$ cat src/rtl/tuner_search_ctrl.sv
// rtl/tuner_search_ctrl.sv - ring tuner search initiator: trigger, peak capture, qualified peak select, retry
// Optional WAIT watchdog enabled by defining TUNER_SEARCH_CTRL_TIMEOUT_EN.
module tuner_search_ctrl #(
  parameter int DAC_WIDTH      = 8,
  parameter int ADC_WIDTH      = 8,
  parameter int NUM_TARGET     = 4,
  parameter int MAX_RETRY      = 3,
  parameter int TIMEOUT_CYCLES = 4096
) (
  input  logic                            i_clk,
  input  logic                            i_rst_n,
  input  logic                            i_ctrl_start,
  input  logic [$clog2(NUM_TARGET)-1:0]   i_ctrl_target_idx,
  input  logic [ADC_WIDTH-1:0]            i_ctrl_min_pwr,
  input  logic [DAC_WIDTH-1:0]            i_cfg_tune_start,
  input  logic [DAC_WIDTH-1:0]            i_cfg_tune_end,
  input  logic [DAC_WIDTH-1:0]            i_cfg_tune_stride,
  output logic [DAC_WIDTH-1:0]            o_dig_ring_tune_start,
  output logic [DAC_WIDTH-1:0]            o_dig_ring_tune_end,
  output logic [DAC_WIDTH-1:0]            o_dig_ring_tune_stride,
  output logic                            o_dig_search_trig_val,
  input  logic                            i_dig_search_trig_rdy,
  input  logic                            i_dig_search_peaks_val,
  output logic                            o_dig_search_peaks_rdy,
  input  logic [NUM_TARGET*DAC_WIDTH-1:0] i_dig_ring_tune_peaks,
  input  logic [NUM_TARGET*ADC_WIDTH-1:0] i_dig_pwr_detected_peaks,
  input  logic [$clog2(NUM_TARGET):0]     i_dig_ring_tune_peaks_cnt,
  output logic [DAC_WIDTH-1:0]            o_dig_lock_tune,
  output logic [ADC_WIDTH-1:0]            o_dig_lock_pwr,
  output logic                            o_ctrl_busy,
  output logic                            o_ctrl_done,
  output logic                            o_ctrl_fail,
  output logic [1:0]                      o_ctrl_fail_code,
  output logic [$clog2(MAX_RETRY+1)-1:0]  o_mon_retry_cnt,
  output logic [2:0]                      o_mon_state
);

  localparam int IDX_W = $clog2(NUM_TARGET);
  localparam int CNT_W = IDX_W + 1;
  localparam int RTY_W = $clog2(MAX_RETRY + 1);

  typedef enum logic [2:0] {
    S_IDLE   = 3'd0,
    S_TRIG   = 3'd1,
    S_WAIT   = 3'd2,
    S_SELECT = 3'd3,
    S_DONE   = 3'd4,
    S_FAIL   = 3'd5
  } state_t;

  state_t                          state_q, state_d;
  logic [DAC_WIDTH-1:0]            tune_start_q, tune_start_d;
  logic [DAC_WIDTH-1:0]            tune_end_q, tune_end_d;
  logic [DAC_WIDTH-1:0]            tune_stride_q, tune_stride_d;
  logic [IDX_W-1:0]                target_idx_q, target_idx_d;
  logic [ADC_WIDTH-1:0]            min_pwr_q, min_pwr_d;
  logic [NUM_TARGET*DAC_WIDTH-1:0] peak_tune_q, peak_tune_d;
  logic [NUM_TARGET*ADC_WIDTH-1:0] peak_pwr_q, peak_pwr_d;
  logic [CNT_W-1:0]                peak_cnt_q, peak_cnt_d;
  logic [DAC_WIDTH-1:0]            lock_tune_q, lock_tune_d;
  logic [ADC_WIDTH-1:0]            lock_pwr_q, lock_pwr_d;
  logic [RTY_W-1:0]                retry_q, retry_d;
  logic [1:0]                      fail_code_q, fail_code_d;

  logic                            sel_found;
  logic [DAC_WIDTH-1:0]            sel_tune;
  logic [ADC_WIDTH-1:0]            sel_pwr;
  logic [CNT_W-1:0]                qual_cnt;
  logic                            wait_timeout;

`ifdef TUNER_SEARCH_CTRL_TIMEOUT_EN
  localparam int TO_W = (TIMEOUT_CYCLES > 1) ? $clog2(TIMEOUT_CYCLES) : 1;
  logic [TO_W-1:0] wait_cnt_q, wait_cnt_d;

  // Counter sits at zero outside WAIT, so every WAIT entry starts a fresh window.
  always_comb begin
    wait_cnt_d   = '0;
    wait_timeout = 1'b0;
    if (state_q == S_WAIT) begin
      wait_cnt_d   = wait_cnt_q + TO_W'(1);
      wait_timeout = (wait_cnt_q == TO_W'(TIMEOUT_CYCLES - 1));
    end
  end

  always_ff @(posedge i_clk or negedge i_rst_n) begin
    if (!i_rst_n) wait_cnt_q <= '0;
    else          wait_cnt_q <= wait_cnt_d;
  end
`else
  logic unused_timeout_cfg;
  assign unused_timeout_cfg = (TIMEOUT_CYCLES == 0);
  assign wait_timeout       = 1'b0;
`endif

  // Walk slots in scan order; the (target_idx+1)-th qualifying slot wins.
  always_comb begin
    sel_found = 1'b0;
    sel_tune  = '0;
    sel_pwr   = '0;
    qual_cnt  = '0;
    for (int i = 0; i < NUM_TARGET; i++) begin
      if ((CNT_W'(i) < peak_cnt_q) &&
          (peak_pwr_q[i*ADC_WIDTH +: ADC_WIDTH] >= min_pwr_q)) begin
        if (!sel_found && (qual_cnt == {1'b0, target_idx_q})) begin
          sel_found = 1'b1;
          sel_tune  = peak_tune_q[i*DAC_WIDTH +: DAC_WIDTH];
          sel_pwr   = peak_pwr_q[i*ADC_WIDTH +: ADC_WIDTH];
        end
        qual_cnt = qual_cnt + CNT_W'(1);
      end
    end
  end

  always_comb begin
    state_d       = state_q;
    tune_start_d  = tune_start_q;
    tune_end_d    = tune_end_q;
    tune_stride_d = tune_stride_q;
    target_idx_d  = target_idx_q;
    min_pwr_d     = min_pwr_q;
    peak_tune_d   = peak_tune_q;
    peak_pwr_d    = peak_pwr_q;
    peak_cnt_d    = peak_cnt_q;
    lock_tune_d   = lock_tune_q;
    lock_pwr_d    = lock_pwr_q;
    retry_d       = retry_q;
    fail_code_d   = fail_code_q;
    unique case (state_q)
      S_IDLE: begin
        if (i_ctrl_start) begin
          tune_start_d  = i_cfg_tune_start;
          tune_end_d    = i_cfg_tune_end;
          tune_stride_d = i_cfg_tune_stride;
          target_idx_d  = i_ctrl_target_idx;
          min_pwr_d     = i_ctrl_min_pwr;
          retry_d       = '0;
          fail_code_d   = 2'd0;
          state_d       = S_TRIG;
        end
      end
      S_TRIG: begin
        if (i_dig_search_trig_rdy) state_d = S_WAIT;
      end
      S_WAIT: begin
        if (i_dig_search_peaks_val) begin
          peak_tune_d = i_dig_ring_tune_peaks;
          peak_pwr_d  = i_dig_pwr_detected_peaks;
          peak_cnt_d  = (i_dig_ring_tune_peaks_cnt > CNT_W'(NUM_TARGET)) ?
                        CNT_W'(NUM_TARGET) : i_dig_ring_tune_peaks_cnt;
          state_d     = S_SELECT;
        end else if (wait_timeout) begin
          if (retry_q < RTY_W'(MAX_RETRY)) begin
            retry_d = retry_q + RTY_W'(1);
            state_d = S_TRIG;
          end else begin
            fail_code_d = 2'd2;
            state_d     = S_FAIL;
          end
        end
      end
      S_SELECT: begin
        if (sel_found) begin
          lock_tune_d = sel_tune;
          lock_pwr_d  = sel_pwr;
          state_d     = S_DONE;
        end else if (retry_q < RTY_W'(MAX_RETRY)) begin
          retry_d = retry_q + RTY_W'(1);
          state_d = S_TRIG;
        end else begin
          fail_code_d = 2'd1;
          state_d     = S_FAIL;
        end
      end
      S_DONE:  state_d = S_IDLE;
      S_FAIL:  state_d = S_IDLE;
      default: state_d = S_IDLE;
    endcase
  end

  always_ff @(posedge i_clk or negedge i_rst_n) begin
    if (!i_rst_n) begin
      state_q       <= S_IDLE;
      tune_start_q  <= '0;
      tune_end_q    <= '0;
      tune_stride_q <= '0;
      target_idx_q  <= '0;
      min_pwr_q     <= '0;
      peak_tune_q   <= '0;
      peak_pwr_q    <= '0;
      peak_cnt_q    <= '0;
      lock_tune_q   <= '0;
      lock_pwr_q    <= '0;
      retry_q       <= '0;
      fail_code_q   <= 2'd0;
    end else begin
      state_q       <= state_d;
      tune_start_q  <= tune_start_d;
      tune_end_q    <= tune_end_d;
      tune_stride_q <= tune_stride_d;
      target_idx_q  <= target_idx_d;
      min_pwr_q     <= min_pwr_d;
      peak_tune_q   <= peak_tune_d;
      peak_pwr_q    <= peak_pwr_d;
      peak_cnt_q    <= peak_cnt_d;
      lock_tune_q   <= lock_tune_d;
      lock_pwr_q    <= lock_pwr_d;
      retry_q       <= retry_d;
      fail_code_q   <= fail_code_d;
    end
  end

  assign o_dig_ring_tune_start  = tune_start_q;
  assign o_dig_ring_tune_end    = tune_end_q;
  assign o_dig_ring_tune_stride = tune_stride_q;
  assign o_dig_search_trig_val  = (state_q == S_TRIG);
  assign o_dig_search_peaks_rdy = (state_q == S_WAIT);
  assign o_dig_lock_tune        = lock_tune_q;
  assign o_dig_lock_pwr         = lock_pwr_q;
  assign o_ctrl_busy            = (state_q != S_IDLE);
  assign o_ctrl_done            = (state_q == S_DONE);
  assign o_ctrl_fail            = (state_q == S_FAIL);
  assign o_ctrl_fail_code       = fail_code_q;
  assign o_mon_retry_cnt        = retry_q;
  assign o_mon_state            = state_q;

endmodule
$ cat config.mk
export PLATFORM = sky130hd
export DESIGN_NAME = tuner_search_ctrl
export DESIGN_NICKNAME = d
export VERILOG_FILES = /design/src/rtl/tuner_search_ctrl.sv
export SDC_FILE = /design/constraint.sdc
export NUM_CORES = 1
export LEC_CHECK = 0
export CORE_ASPECT_RATIO = 1.25
export CORE_MARGIN = 5
export CORE_UTILIZATION = 45
export CTS_CLUSTER_SIZE = 10
export DETAILED_ROUTE_END_ITERATION = 7
export PLACE_DENSITY = 0.75
export SKIP_LAST_GASP = 1
export SLEW_MARGIN = 10
export SYNTH_ARGS = -nofsm -noshare
export SYNTH_HDL_FRONTEND = slang
export SYNTH_SLANG_ARGS = --single-unit
$ cat constraint.sdc
create_clock -name i_clk -period 5.1 [get_ports i_clk]
set_clock_uncertainty 0.1 [all_clocks]
set_input_delay 1.275 -clock i_clk [delete_from_list [all_inputs] [get_ports i_clk]]
set_output_delay 1.275 -clock i_clk [all_outputs]
set_load 0.05 [all_outputs]
# Yosys cells after proc, flatten, opt, wreduce, memory -nomap -nowiden
# Index checks and enable logic that the tools add are counted.
# totals
reg_bits	124
latch_bits	0
ramBits	0
romBits	0
in_bits	106
out_inout_bits	52
elab_cells	101
n_memories	0
# op_classes
add_sub_neg	3
n_mul	0
n_div	0
n_lt_le_gt_ge	10
eq_ne	14
shifts	0
mux	41
bitwise	0
n_reduce_logical	20
# ops
op	count
8-bit 2-to-1 mux	16
8-bit >= comparator	4
3-bit 2-to-1 mux	8
3-bit case mux with 4 select lines	1
2-bit 2-to-1 mux	5
2-bit inequality test, second input constant	5
3-bit by 2-bit equality test with 1-bit output	3
1-bit 2-to-1 mux	9
2-bit case mux with 2 select lines	2
4-bit AND reduction	2
1-bit logical AND	7
3-bit by 1-bit adder with 3-bit output, second input constant	2
3-bit by 2-bit equality test with 1-bit output, second input constant	2
3-bit equality test, second input constant	2
1-bit by 3-bit < comparator with 1-bit output, first input constant	2
2-bit by 3-bit < comparator with 1-bit output, first input constant	2
2-bit AND reduction	3
3-bit by 1-bit equality test with 1-bit output, second input constant	1
3-bit > comparator, second input constant	1
1-bit zero test	3
3-bit zero test	1
3-bit AND reduction	1
3-bit nonzero test	1
2-bit by 1-bit adder with 2-bit output, second input constant	1
4 further kinds	4

# Longest topological paths before layout
# depth
depth_word	17
depth_mapped	17

# Least setup slack after synthesis
# OpenSTA, ideal clock, no wires.
# synth_path
path_kind	reg-to-reg
start	reg state_q[1], in the netlist o_mon_state[1]
end	reg peak_cnt_q[2]
setup_time_ps	125
t_arrival_ps	3380
setup_slack_ps	1495
stages_incl_launch_ff	7
n_path_buf	3
path_cell_list	dfrtp_1 clkbuf_1 nor3b_1 and2_1 clkbuf_1 clkbuf_1 mux2_2
# synth_via
elab_chain_cells	2
# synth_lines
element	line_no	text
start, declared	51	state_t state_q, state_d;
start signal, assigned	196	state_q <= state_d;
3-bit by 2-bit equality test with 1-bit output	-	
named net o_dig_search_peaks_rdy	24	output logic o_dig_search_peaks_rdy,
2-bit AND reduction (no source line)	-	
end signal, assigned	204	peak_cnt_q <= peak_cnt_d;
end, declared	59	logic [CNT_W-1:0] peak_cnt_q, peak_cnt_d;
# The timed path passes the listed nets, and every way through them passes these cells.
# A chain may end at the register's enable or synchronous reset.

# Worst setup path after layout
# layout_path
start	reg min_pwr_q[0]
end	reg lock_tune_q[2], in the netlist o_dig_lock_tune[2]
# layout_via
elab_chain_cells	16
word_cells_on_any_way	37
classes_between	add/sub (2); order compare (4); eq/ne (3); mux (17); reduce/logical (11)
# layout_lines
element	line_no	text
start, declared	56	logic [ADC_WIDTH-1:0] min_pwr_q, min_pwr_d;
start signal, assigned	201	min_pwr_q <= min_pwr_d;
branches (longest 16 deep; another with 8-bit >= comparator)	-	
end signal, assigned	205	lock_tune_q <= lock_tune_d;
end, declared	60	logic [DAC_WIDTH-1:0] lock_tune_q, lock_tune_d;
# Parallel ways; which one is timed is not known.

==> results.tsv <==
stage	metric	value	unit
run_status	status	finished, final reports clean	
cts	post-cts sizing count	0	
cts	clk sinks	123	
synth	main area contributors after synthesis	dfrtp_1, mux2_2, ha_1	
worst_setup_path	Worst setup EP type	flop	
synth	YS warnings	0	
placed_design	Final HPWL DP	10500	um
placed_design	routability-driven placement congestion ratio	0.851	
cts	CTS tree	done	
cells_and_area	fraction of layout cells with a size suffix above 1	0.239	
power	Leak	0.00353	uW
cts	Bufs on Longest Clock Path	2	
synth	Post-synth EDFFs	0	
global_routing	initial antenna violation count	0	
detailed_routing	1st-iter DRT viols	256	
cells_and_area	Layout Cells excl Fill	792	
cells_and_area	fin nets	752	
floorplan	die area	15500	sq um
worst_setup_path	worst r2r src	min_pwr_q[0]$_DFFE_PN0P_	
synth	mux cell area share after synthesis	0.201	
cts	Clock Pin Slew Worst Setup and Hold Paths	60	ps
sta	Worst slew margin	0.322	
sta	FMAX	250	MHz
worst_hold_path	Hold WC Path Type	reg -> reg	
detailed_routing	final WL	14300	um
synth	mean area per synthesized cell	13.0	sq um
synth	Synth Area in Adders	0.0744	
synth	Synth Area in Compound Gates	0.114	
synth	library cells used by synthesis	49	
cells_and_area	ANT cells	0	
sta	Max Slew Vio Count	0	
cts	clk root buf	clkbuf_16	
synth	ys flop type	dfrtp_1	
synth	leading area contributor after synthesis	dfrtp_1	
power	Power Internal	3470	uW
synth	largest family of logic cells by synthesized area	multiplexers	
worst_setup_path	Crit Path Max Fanout	16	
sta	min Tclk post-route	4000	ps
power	Gate power share	0.489	
floorplan	Core Footprint	12800	sq um
sta	# setup viols final	0	
worst_hold_path	hold path start	o_dig_ring_tune_end[4]$_DFFE_PN0P_	
placed_design	Buffers on Ports	156	
synth	Synth Area in XOR/XNOR	0.00298	
sta	RSZ-0062 raised after global routing	no	
cts	hold buffers post-CTS	0	
power	Sequential Power Share	0.307	
synth	top cell type's share of synthesized area	0.523	
detailed_routing	drt first pass iters	4	
detailed_routing	via count	4229	
power	VDD IR max	0.000388	V
detailed_routing	Via density	5.34	
global_routing	GR Overflow Total	0	
floorplan	# rows	46	
synth	Synth Area in Simple Gates	0.0566	
cells_and_area	Fillers	1007	
sta	setup TNS	0	ps
job	maxcap violations	0	
worst_setup_path	CP Launch Type	flop	
worst_setup_path	worst setup path startpoint	min_pwr_q[0]$_DFFE_PN0P_	
sta	worst slew pin tran	1010	ps
synth	Mapped Area	5880	sq um
worst_setup_path	data required time of the critical path	5290	ps
cts	cts bufs inserted	17	
synth	number of synthesized register bits	123	
cells_and_area	commonest non-fill, non-tap cell in the layout	clkdlybuf4s50_1	
detailed_routing	# DRC	0	
power	switching pwr	2310	uW
worst_setup_path	WP data arrival	4190	ps
global_routing	first-pass GRT wire length	23800	um
placed_design	DP Cell Count	760	
detailed_routing	DR WL/cell	18.1	um
cells_and_area	Synth-to-Final Area Change	40.1	%
cts	worst-skew pair later-pin latency	410	ps
floorplan	DIE WIDTH	112	um
global_routing	vias in the first global route	4732	
power	Pwr per Cell Area	701	nW/um^2
floorplan	initial core utilization	0.460	
worst_setup_path	type of the worst setup path	reg -> reg	
cells_and_area	most frequent cells in the layout	clkdlybuf4s50_1, dfrtp_1, mux2_2, ha_1, o21ai_0	
global_routing	GRT Total Usage	0.195	
cts	H-Tree Level Count	4	
synth	register area share after synthesis	0.523	
detailed_routing	DRT antenna net count	0	
sta	final hold violations	0	
cts	Post-CTS Setup Bufs	0	
global_routing	largest net degree at the start of global routing	124	
synth	syn_nets	592	
floorplan	I/O pins	158	
power	Clk pwr share	0.204	
power	switch share	0.400	
floorplan	Die Ht	138	um
synth	Syn Inst Count	451	
sta	final clock period utilization by the worst path	0.785	
synth	Async S/R FF share, synth	1.00	
synthesized netlist by cell type (8+ instances only):
master    number
dfrtp_1      123
mux2_2       104
ha_1          35
o21ai_0       19
inv_1         18
nand2_1       17
a221o_1       16
a22o_1        16
clkbuf_1      16
nor2_1        12
a21oi_1        9
nand2b_1       8
registers in the layout, summed over array words and instances, names as in the netlist:
register and flops:
o_mon_retry_cnt 2, min_pwr_q 8, o_dig_lock_tune 8, o_dig_ring_tune_start 8, o_dig_lock_pwr 8, o_ctrl_fail_code 1
o_mon_state 3, o_dig_ring_tune_end 8, peak_cnt_q 3, target_idx_q 2, o_dig_ring_tune_stride 8, peak_pwr_q 32
peak_tune_q 32
final timing paths:
path / cells after the start / slack, ps / endpoint
setup / recovery: 14 / 1100 / o_dig_lock_tune[2]$_DFFE_PN0P_
hold / removal: 1 / 400 / o_dig_ring_tune_end[4]$_DFFE_PN0P_
setup reg to reg: 14 / 1100 / o_dig_lock_tune[2]$_DFFE_PN0P_
hold reg to reg: 1 / 400 / o_dig_ring_tune_end[4]$_DFFE_PN0P_
max in group asynchronous: 2 / 3580 / peak_pwr_q[18]$_DFFE_PN0P_
min in group asynchronous: 2 / 850 / o_dig_ring_tune_stride[6]$_DFFE_PN0P_
critical path: stages, from the launching register on:
cell,delay [ps]
dfrtp_1,440
ha_1,310
nand2b_1,140
a2111o_1,450
a31oi_1,290
or2_2,190
inv_1,40
ha_1,210
xnor2_1,140
nand3_1,120
nor2_1,170
o2bb2ai_1,230
a211oi_2,160
nor2_4,490
mux2_2,400
kinds of logic after synthesis:
kind of cell / count (synthesis)
adders and majority gates: 35
xor gates and xnor gates: 2
muxes: 105
other: 1
buffers and inverters: 39
DFF: 123
AOI/OAI and AO/OA: 85
and+or+nand+nor: 61
per-stage QoR:
stage / util / setup WS [ps] / hold slack, ps / power, uW / cell area, sq um
2_1_floorplan: - / 1490 / 381 / 3690 / 5880
3_3_place_gp: 0.599 / 1280 / 388 / 4500 / 7650
3_5_place_dp: 0.599 / 1150 / 395 / 4610 / 7650
4_1_cts: 0.645 / 1120 / 407 / 5820 / 8240
5_1_grt: 0.645 / 798 / 429 / 6140 / 8240
6_report: 0.645 / 1100 / 402 / 5780 / 8240
per-layer routing:
metal | track usage | vias up | share of wire
li1 | - | 1988 | -
met1 | 0.228 | 2106 | 0.40
met2 | 0.344 | 118 | 0.52
met3 | 0.0593 | 17 | 0.061
met4 | 0.0655 | 0 | 0.017
met5 | 0 | - | 0
layout make-up:
cell class / count / area, sq um / share of cell area
clock buffer: 22 / 474 / 0.0575
multi-input combinational: 289 / 2670 / 0.324
inverter: 18 / 67.6 / 0.00820
timing repair buffer: 162 / 1630 / 0.198
sequential: 123 / 3080 / 0.373
clock inverter: 10 / 116 / 0.0141
tap: 168 / 210 / 0.0255
power by group through the flow:
stage,Clock [uW],Sequential (uW),Combinational (uW)
6_report,1180,1770,2830
5_1_grt,1240,1830,3070
4_1_cts,1200,1780,2850
3_5_place_dp,0,1780,2830
3_3_place_gp,0,1770,2740
2_1_floorplan,0,2160,1530
Note: power is estimated with default switching activity, not from simulation.
